## src/rtl/edit_controller_if.sv

```systemverilog
// Edit bus between the key front-end and the time/date counter blocks:
// raw active-low buttons in, edit state and +/- strobes out.
interface edit_controller_if;
  logic       key_mode_n;
  logic       key_edit_n;
  logic       key_plus_n;
  logic       key_minus_n;
  logic       EditMode;
  logic [2:0] EditPos;
  logic [1:0] screen;
  logic       KeyPlus;
  logic       KeyMinus;
  logic       blink;

  // Controller side: samples buttons, drives the shared edit bus
  modport master (
    input  key_mode_n, key_edit_n, key_plus_n, key_minus_n,
    output EditMode, EditPos, screen, KeyPlus, KeyMinus, blink
  );

  // Button / counter side
  modport slave (
    output key_mode_n, key_edit_n, key_plus_n, key_minus_n,
    input  EditMode, EditPos, screen, KeyPlus, KeyMinus, blink
  );
endinterface

```

## src/rtl/edit_controller.sv

```systemverilog
// View/edit front-end for the clock's time/date counters: per-key 2-FF
// synchronizer and debouncer, screen selection, cursor movement over the
// editable digits of the current screen, one-cycle +/- strobes and blink.
// Optional build macro EDIT_TIMEOUT_EN: leave edit mode after TIMEOUT_CYCLES
// without any debounced key press.
module edit_controller #(
  parameter int unsigned DEBOUNCE_CYCLES = 1_000_000,
  parameter int unsigned BLINK_CYCLES    = 12_500_000,
  parameter int unsigned NUM_SCREENS     = 3,
  parameter logic [7:0]  EDIT_MASK_S0    = 8'h3F,
  parameter logic [7:0]  EDIT_MASK_S1    = 8'hFF,
  parameter logic [7:0]  EDIT_MASK_S2    = 8'h0F
`ifdef EDIT_TIMEOUT_EN
  ,
  parameter int unsigned TIMEOUT_CYCLES  = 500_000_000
`endif
) (
  input  logic              clk,
  input  logic              reset,
  edit_controller_if.master bus
);

  localparam int unsigned NUM_KEYS = 4;
  localparam int unsigned K_MINUS  = 0;
  localparam int unsigned K_PLUS   = 1;
  localparam int unsigned K_EDIT   = 2;
  localparam int unsigned K_MODE   = 3;
  localparam int unsigned DB_W = (DEBOUNCE_CYCLES > 2) ? $clog2(DEBOUNCE_CYCLES) : 1;
  localparam int unsigned BL_W = (BLINK_CYCLES > 2) ? $clog2(BLINK_CYCLES) : 1;
  localparam logic [1:0]  LAST_SCREEN = 2'(NUM_SCREENS - 1);
`ifdef EDIT_TIMEOUT_EN
  localparam int unsigned TO_W = (TIMEOUT_CYCLES > 2) ? $clog2(TIMEOUT_CYCLES) : 1;
`endif

  typedef enum logic {S_VIEW, S_EDIT} state_t;

  logic [NUM_KEYS-1:0] raw;
  logic [NUM_KEYS-1:0] sync0;
  logic [NUM_KEYS-1:0] sync1;
  logic [NUM_KEYS-1:0] stable;
  logic [NUM_KEYS-1:0] press;
  logic [DB_W-1:0]     db_cnt [NUM_KEYS];

  state_t          state_q, state_d;
  logic [2:0]      pos_q, pos_d;
  logic [1:0]      scr_q, scr_d;
  logic            plus_q, plus_d;
  logic            minus_q, minus_d;
  logic            blink_q, blink_d;
  logic [BL_W-1:0] bl_q, bl_d;
  logic [7:0]      mask_c;
`ifdef EDIT_TIMEOUT_EN
  logic [TO_W-1:0] to_q, to_d;
`endif

  function automatic logic [7:0] mask_of(input logic [1:0] scr);
    case (scr)
      2'd0:    return EDIT_MASK_S0;
      2'd1:    return EDIT_MASK_S1;
      2'd2:    return EDIT_MASK_S2;
      default: return 8'h00;
    endcase
  endfunction

  function automatic logic [2:0] lowest_bit(input logic [7:0] m);
    logic [2:0] r;
    r = 3'd0;
    for (int i = 7; i >= 0; i--) begin
      if (m[i]) r = 3'(i);
    end
    return r;
  endfunction

  // Next set bit above pos, wrapping through 0; pos itself if it is the only one
  function automatic logic [2:0] next_bit(input logic [7:0] m, input logic [2:0] pos);
    logic [2:0] r;
    logic [2:0] c;
    logic       found;
    r     = pos;
    found = 1'b0;
    for (int i = 1; i < 8; i++) begin
      c = pos + 3'(i);
      if (!found && m[c]) begin
        r     = c;
        found = 1'b1;
      end
    end
    return r;
  endfunction

  assign raw    = {bus.key_mode_n, bus.key_edit_n, bus.key_plus_n, bus.key_minus_n};
  assign mask_c = mask_of(scr_q);

  // Two-stage synchronizer for the asynchronous buttons (idle level is 1)
  always_ff @(posedge clk or negedge reset) begin
    if (!reset) begin
      sync0 <= '1;
      sync1 <= '1;
    end else begin
      sync0 <= raw;
      sync1 <= sync0;
    end
  end

  // Debouncer: accept a level after it differs from stable for DEBOUNCE_CYCLES
  always_ff @(posedge clk or negedge reset) begin
    if (!reset) begin
      stable <= '1;
      press  <= '0;
      for (int i = 0; i < NUM_KEYS; i++) db_cnt[i] <= '0;
    end else begin
      for (int i = 0; i < NUM_KEYS; i++) begin
        press[i] <= 1'b0;
        if (sync1[i] == stable[i]) begin
          db_cnt[i] <= '0;
        end else if (db_cnt[i] == DB_W'(DEBOUNCE_CYCLES - 1)) begin
          stable[i] <= sync1[i];
          db_cnt[i] <= '0;
          press[i]  <= ~sync1[i];
        end else begin
          db_cnt[i] <= db_cnt[i] + 1'b1;
        end
      end
    end
  end

  // State and output registers
  always_ff @(posedge clk or negedge reset) begin
    if (!reset) begin
      state_q <= S_VIEW;
      pos_q   <= 3'd0;
      scr_q   <= 2'd0;
      plus_q  <= 1'b1;
      minus_q <= 1'b1;
      blink_q <= 1'b1;
      bl_q    <= '0;
`ifdef EDIT_TIMEOUT_EN
      to_q    <= '0;
`endif
    end else begin
      state_q <= state_d;
      pos_q   <= pos_d;
      scr_q   <= scr_d;
      plus_q  <= plus_d;
      minus_q <= minus_d;
      blink_q <= blink_d;
      bl_q    <= bl_d;
`ifdef EDIT_TIMEOUT_EN
      to_q    <= to_d;
`endif
    end
  end

  // Next-state: screen/cursor navigation, strobes, blink and inactivity timing
  always_comb begin
    state_d = state_q;
    pos_d   = pos_q;
    scr_d   = scr_q;
    plus_d  = 1'b1;
    minus_d = 1'b1;
    blink_d = blink_q;
    bl_d    = bl_q;
`ifdef EDIT_TIMEOUT_EN
    to_d    = to_q;
`endif
    case (state_q)
      S_VIEW: begin
        pos_d   = 3'd0;
        blink_d = 1'b1;
        bl_d    = '0;
`ifdef EDIT_TIMEOUT_EN
        to_d    = '0;
`endif
        // Edit takes priority over a simultaneous mode press
        if (press[K_EDIT]) begin
          if (mask_c != 8'h00) begin
            state_d = S_EDIT;
            pos_d   = lowest_bit(mask_c);
          end
        end else if (press[K_MODE]) begin
          scr_d = (scr_q == LAST_SCREEN) ? 2'd0 : scr_q + 2'd1;
        end
      end
      S_EDIT: begin
        if (bl_q == BL_W'(BLINK_CYCLES - 1)) begin
          bl_d    = '0;
          blink_d = ~blink_q;
        end else begin
          bl_d = bl_q + 1'b1;
        end
`ifdef EDIT_TIMEOUT_EN
        to_d = (press != '0) ? '0 : to_q + 1'b1;
`endif
        if (press[K_MODE]) begin
          state_d = S_VIEW;
          pos_d   = 3'd0;
          blink_d = 1'b1;
          bl_d    = '0;
        end else begin
          if (press[K_EDIT]) begin
            pos_d   = next_bit(mask_c, pos_q);
            blink_d = 1'b1;
            bl_d    = '0;
          end
          // Contradictory +/- in one cycle is dropped
          if (press[K_PLUS] && !press[K_MINUS]) plus_d = 1'b0;
          if (press[K_MINUS] && !press[K_PLUS]) minus_d = 1'b0;
`ifdef EDIT_TIMEOUT_EN
          if ((press == '0) && (to_q == TO_W'(TIMEOUT_CYCLES - 1))) begin
            state_d = S_VIEW;
            pos_d   = 3'd0;
            blink_d = 1'b1;
            bl_d    = '0;
            to_d    = '0;
          end
`endif
        end
      end
      default: state_d = S_VIEW;
    endcase
  end

  assign bus.EditMode = (state_q == S_EDIT);
  assign bus.EditPos  = pos_q;
  assign bus.screen   = scr_q;
  assign bus.KeyPlus  = plus_q;
  assign bus.KeyMinus = minus_q;
  assign bus.blink    = blink_q;

endmodule

```

## src/flat_wrapper.sv

```systemverilog
// flat-port wrapper written by rule: the top's interface ports become plain ports
module edit_controller_flat 
#(
  parameter int unsigned DEBOUNCE_CYCLES = 1_000_000,
  parameter int unsigned BLINK_CYCLES    = 12_500_000,
  parameter int unsigned NUM_SCREENS     = 3,
  parameter logic [7:0]  EDIT_MASK_S0    = 8'h3F,
  parameter logic [7:0]  EDIT_MASK_S1    = 8'hFF,
  parameter logic [7:0]  EDIT_MASK_S2    = 8'h0F

)
  (clk, reset, bus_key_mode_n, bus_key_edit_n, bus_key_plus_n, bus_key_minus_n, bus_EditMode, bus_EditPos, bus_screen, bus_KeyPlus, bus_KeyMinus, bus_blink);
  edit_controller_if bus_i ();
  input  logic clk;
  input  logic reset;
  input wire logic [$bits(bus_i.key_mode_n)-1:0] bus_key_mode_n;
  input wire logic [$bits(bus_i.key_edit_n)-1:0] bus_key_edit_n;
  input wire logic [$bits(bus_i.key_plus_n)-1:0] bus_key_plus_n;
  input wire logic [$bits(bus_i.key_minus_n)-1:0] bus_key_minus_n;
  output wire logic [$bits(bus_i.EditMode)-1:0] bus_EditMode;
  output wire logic [$bits(bus_i.EditPos)-1:0] bus_EditPos;
  output wire logic [$bits(bus_i.screen)-1:0] bus_screen;
  output wire logic [$bits(bus_i.KeyPlus)-1:0] bus_KeyPlus;
  output wire logic [$bits(bus_i.KeyMinus)-1:0] bus_KeyMinus;
  output wire logic [$bits(bus_i.blink)-1:0] bus_blink;
  assign bus_i.key_mode_n = bus_key_mode_n;
  assign bus_i.key_edit_n = bus_key_edit_n;
  assign bus_i.key_plus_n = bus_key_plus_n;
  assign bus_i.key_minus_n = bus_key_minus_n;
  assign bus_EditMode = bus_i.EditMode;
  assign bus_EditPos = bus_i.EditPos;
  assign bus_screen = bus_i.screen;
  assign bus_KeyPlus = bus_i.KeyPlus;
  assign bus_KeyMinus = bus_i.KeyMinus;
  assign bus_blink = bus_i.blink;
  edit_controller #(.DEBOUNCE_CYCLES(DEBOUNCE_CYCLES), .BLINK_CYCLES(BLINK_CYCLES), .NUM_SCREENS(NUM_SCREENS), .EDIT_MASK_S0(EDIT_MASK_S0), .EDIT_MASK_S1(EDIT_MASK_S1), .EDIT_MASK_S2(EDIT_MASK_S2)) u_core (.clk(clk), .reset(reset), .bus(bus_i));
endmodule
```

## config.mk

```make
export PLATFORM = sky130hd
export DESIGN_NAME = edit_controller_flat
export DESIGN_NICKNAME = d
export VERILOG_FILES = /design/src/rtl/edit_controller_if.sv /design/src/rtl/edit_controller.sv /design/src/flat_wrapper.sv
export SDC_FILE = /design/constraint.sdc
export NUM_CORES = 1
export LEC_CHECK = 0
export ABC_CLOCK_PERIOD_IN_PS = 2650
export BUFFER_PORTS_ARGS = -buffer_cell sky130_fd_sc_hd__buf_2
export CAP_MARGIN = 10
export CORE_AREA = 4 4 107 109
export DETAILED_ROUTE_END_ITERATION = 16
export DIE_AREA = 0 0 111 113
export GPL_ROUTABILITY_DRIVEN = 0
export MAX_ROUTING_LAYER = met4
export PLACE_DENSITY = 0.83
export SLEW_MARGIN = 5
export SYNTH_ARGS = -nofsm -noshare
export SYNTH_HDL_FRONTEND = slang
export SYNTH_SLANG_ARGS = --single-unit
```

## constraint.sdc

```tcl
create_clock -name clk -period 2.65 [get_ports clk]
set_clock_uncertainty 0.2 [all_clocks]
set_input_delay 0.795 -clock clk [delete_from_list [all_inputs] [get_ports clk]]
set_output_delay 0.795 -clock clk [all_outputs]
set_load 0.03 [all_outputs]
```

==> out/metrics.csv <==
metric,value,unit
cts_root_buf,clkbuf_8,
grt.met1_usage,25.14,%
post_drt_wl_per_cell,15.51,µm
drtIter0Drc,309,
drive_gt1_share,13.06,%
antenna_found_initial,0,
hold_viol,0,
cts_buffers,17,
drtPass1Iterations,4,
period_needed,2.471,ns
rows,38,
finalSetupViolCount,0,
synth.distinct_cells,52,
wl,12.14,mm
start_util,58.41,%
synth_edf_count,0,
grt_most_used_layer,met2,
die_h,113,µm
cp-end-kind,flop,
grt_pass1_wl,21.60,mm
seq_area_frac_synth,52.42,%
synth_nets,617,
rsz0062_at_grt,false,
timing_worst_slew_pin_value,0.6661,ns
clk_pin_slew_worst_paths,0.06,ns
core,0.01060,mm²
area_growth,14.26,%
grt_max_degree,41,
cp.arrival,2.72,ns
antenna_cells,0,
startpoint_type,flop,
finalSetupTns,0,ns
worstPathRequired,2.90,ns
fin_nets,643,
die_x,111,µm
slew_headroom,55.19,%
ys_warn_count,0,
status,completed,
drc,0,
cap_violations,0,
via_per_inst,5.693,
hold_buffers,0,
p_leak,0.003081,µW
ys_ff_latch,129,
synth_ff_type,dfrtp_1,
grt_use_total,21.79,%
cts_tree,yes,
groute.layer.met2.usage,35.88,%
via_count,4458,
grt_pass1_vias,4687,
fin_util,66.75,%
slew_violations,0,
clk-insertion-delay-late,0.53,ns
powerDensity,646.2,mW/mm²
grt_use_met3,5.187,%
peakVddDrop,0.4164,mV
synthArstFlopShare,100.0,%
ant_nets,0,
yosysTopAreaCell,dfrtp_1,
fin_crit_sh,93.25,%
synth_cells,604,
synthesis.area,0.006193,mm²
io_buffers,14,
die-area,0.01254,mm²
hpwl,7.824,mm
grt-ovfl-total,0,
clock.fmax,404.7,MHz
min_path_type,in -> async,
io-pin-count,15,
avgSynthCellArea,10.25,µm²
clock_path_buffers,2,
path_class,reg -> reg,
ys_top_cells_by_area,"dfrtp_1 46%, xor2_1 11%, nor2_1 6.8%, dfstp_2 6.4%, nand3_1 3.6%",
crit_path_max_fanout,8,
clock-sinks,129,
htreeDepth,4,
yosysTopAreaCellShare,46.06,%
post_cts_buffers,0,
==> final timing paths <==
check                      slack, ns  depth (start not counted)                  start                     to
min                             0.03                          1                  reset      u_core.db_cnt[79]
max                             0.18                          7  u_core.bus.EditPos[1]  u_core.bus.EditPos[0]
min in group clk                0.15                          0        u_core.sync0[0]        u_core.sync1[0]
max reg2reg                     0.18                          7  u_core.bus.EditPos[1]  u_core.bus.EditPos[0]
max in group asynchronous       1.55                          2                  reset        u_core.sync0[3]
min reg2reg                     0.15                          0        u_core.sync0[0]        u_core.sync1[0]
==> registers in the layout, indices dropped and copies added, names as in the netlist <==
| register | cells |
|---|---|
| u_core.bl_q | 24 |
| u_core.bus.EditMode | 1 |
| u_core.bus.EditPos | 3 |
| u_core.bus.KeyMinus | 1 |
| u_core.bus.KeyPlus | 1 |
| u_core.bus.blink | 1 |
| u_core.bus.screen | 2 |
| u_core.db_cnt | 80 |
| u_core.press | 4 |
| u_core.stable | 4 |
| u_core.sync0 | 4 |
| u_core.sync1 | 4 |
==> per-stage QoR <==
stage / setup slack (ns) / cells / instance area (µm²) / power, µW / hold slack [ns]
after floorplan: 0.2414 / 604 / 6193 / 2090 / 0.1452
after global placement: 0.3267 / 751 / 6446 / 2150 / 0.1468
after detailed placement: 0.1671 / 751 / 6446 / 2157 / 0.1484
after CTS: 0.1297 / 783 / 7072 / 4618 / 0.03411
after global routing: 0.02672 / 783 / 7077 / 4727 / 0.06315
final: 0.1788 / 783 / 7077 / 4573 / 0.02926
==> Yosys cell counts, types with 5 or more instances <==
master / number
dfrtp_1: 114
nor2_1: 112
xor2_1: 77
nand3_1: 44
nand2_1: 43
xnor2_1: 23
nand4_1: 21
and3_1: 19
dfstp_2: 15
and4_1: 9
nand2b_1: 9
nor3_1: 9
nor4_1: 9
o21ai_0: 8
and2_1: 7
ha_1: 7
inv_1: 7
buf_2: 5
nand4b_1: 5
nor4b_1: 5
==> cells in the final DEF, fill, tap and decap left out, drive strengths merged, types with 6 or more instances in the layout <==
| cell type | count |
|---|---|
| nor2 | 112 |
| and3 | 20 |
| dfrtp | 114 |
| clkinvlp | 6 |
| nand2 | 45 |
| nor3 | 10 |
| o21ai | 8 |
| nand4 | 21 |
| and4 | 9 |
| clkbuf | 19 |
| ha | 7 |
| nand2b | 9 |
| nor4 | 11 |
| buf | 21 |
| xnor2 | 23 |
| and2 | 8 |
| nand3 | 45 |
| inv | 8 |
| xor2 | 77 |
| dfstp | 15 |
==> worst max-delay path, stage by stage (launching register included) <==
cell	delay [ns]
dfrtp_1	0.48
inv_1	0.16
ha_1	0.40
nor2_1	0.23
nor4_1	0.09
or3_1	0.34
or3_1	0.32
a21oi_1	0.16
==> power by group <==
part / switching [µW] / internal (µW) / leakage, µW
logic: 72.1 / 30.3 / 0.00105
registers: 21.0 / 2000 / 0.00174
clock network: 877 / 1580 / 0.000289
total: 970 / 3600 / 0.00308
==> final cells by class <==
| class | instances | area, µm² |
|---|---|---|
| clock buffer | 19 | 441.7 |
| clock inverter | 13 | 183.9 |
| fill | 755 | 3526 |
| inverter | 7 | 26.28 |
| multi-input combinational | 454 | 2840 |
| sequential | 129 | 3247 |
| tap | 140 | 175.2 |
| timing repair buffer | 21 | 162.7 |
==> cells by family after synthesis <==
group / Yosys count / synth area share (%)
fa+ha+maj: 7 / 1.414
xor+xnor: 100 / 14.14
simple gates: 318 / 26.61
compound gates: 24 / 2.647
buf+inv: 21 / 1.798
flops: 129 / 52.42
mux: 5 / 0.9696
==> layer usage <==
layer  vias up  share of wire, %
met4         0               3.2
met1      2217                44
li1       2115                 -
met2        87                50
met5         -                 0
met3        39               2.9
==> what timing repair did <==
| item | CTS | global route |
|---|---|---|
| hold endpoints to repair | 0 | 0 |
| gates resized for setup | 0 | 1 |
| endpoints found under the setup margin | 0 | 3 |
No activity file was read; power rests on OpenSTA's default activity.
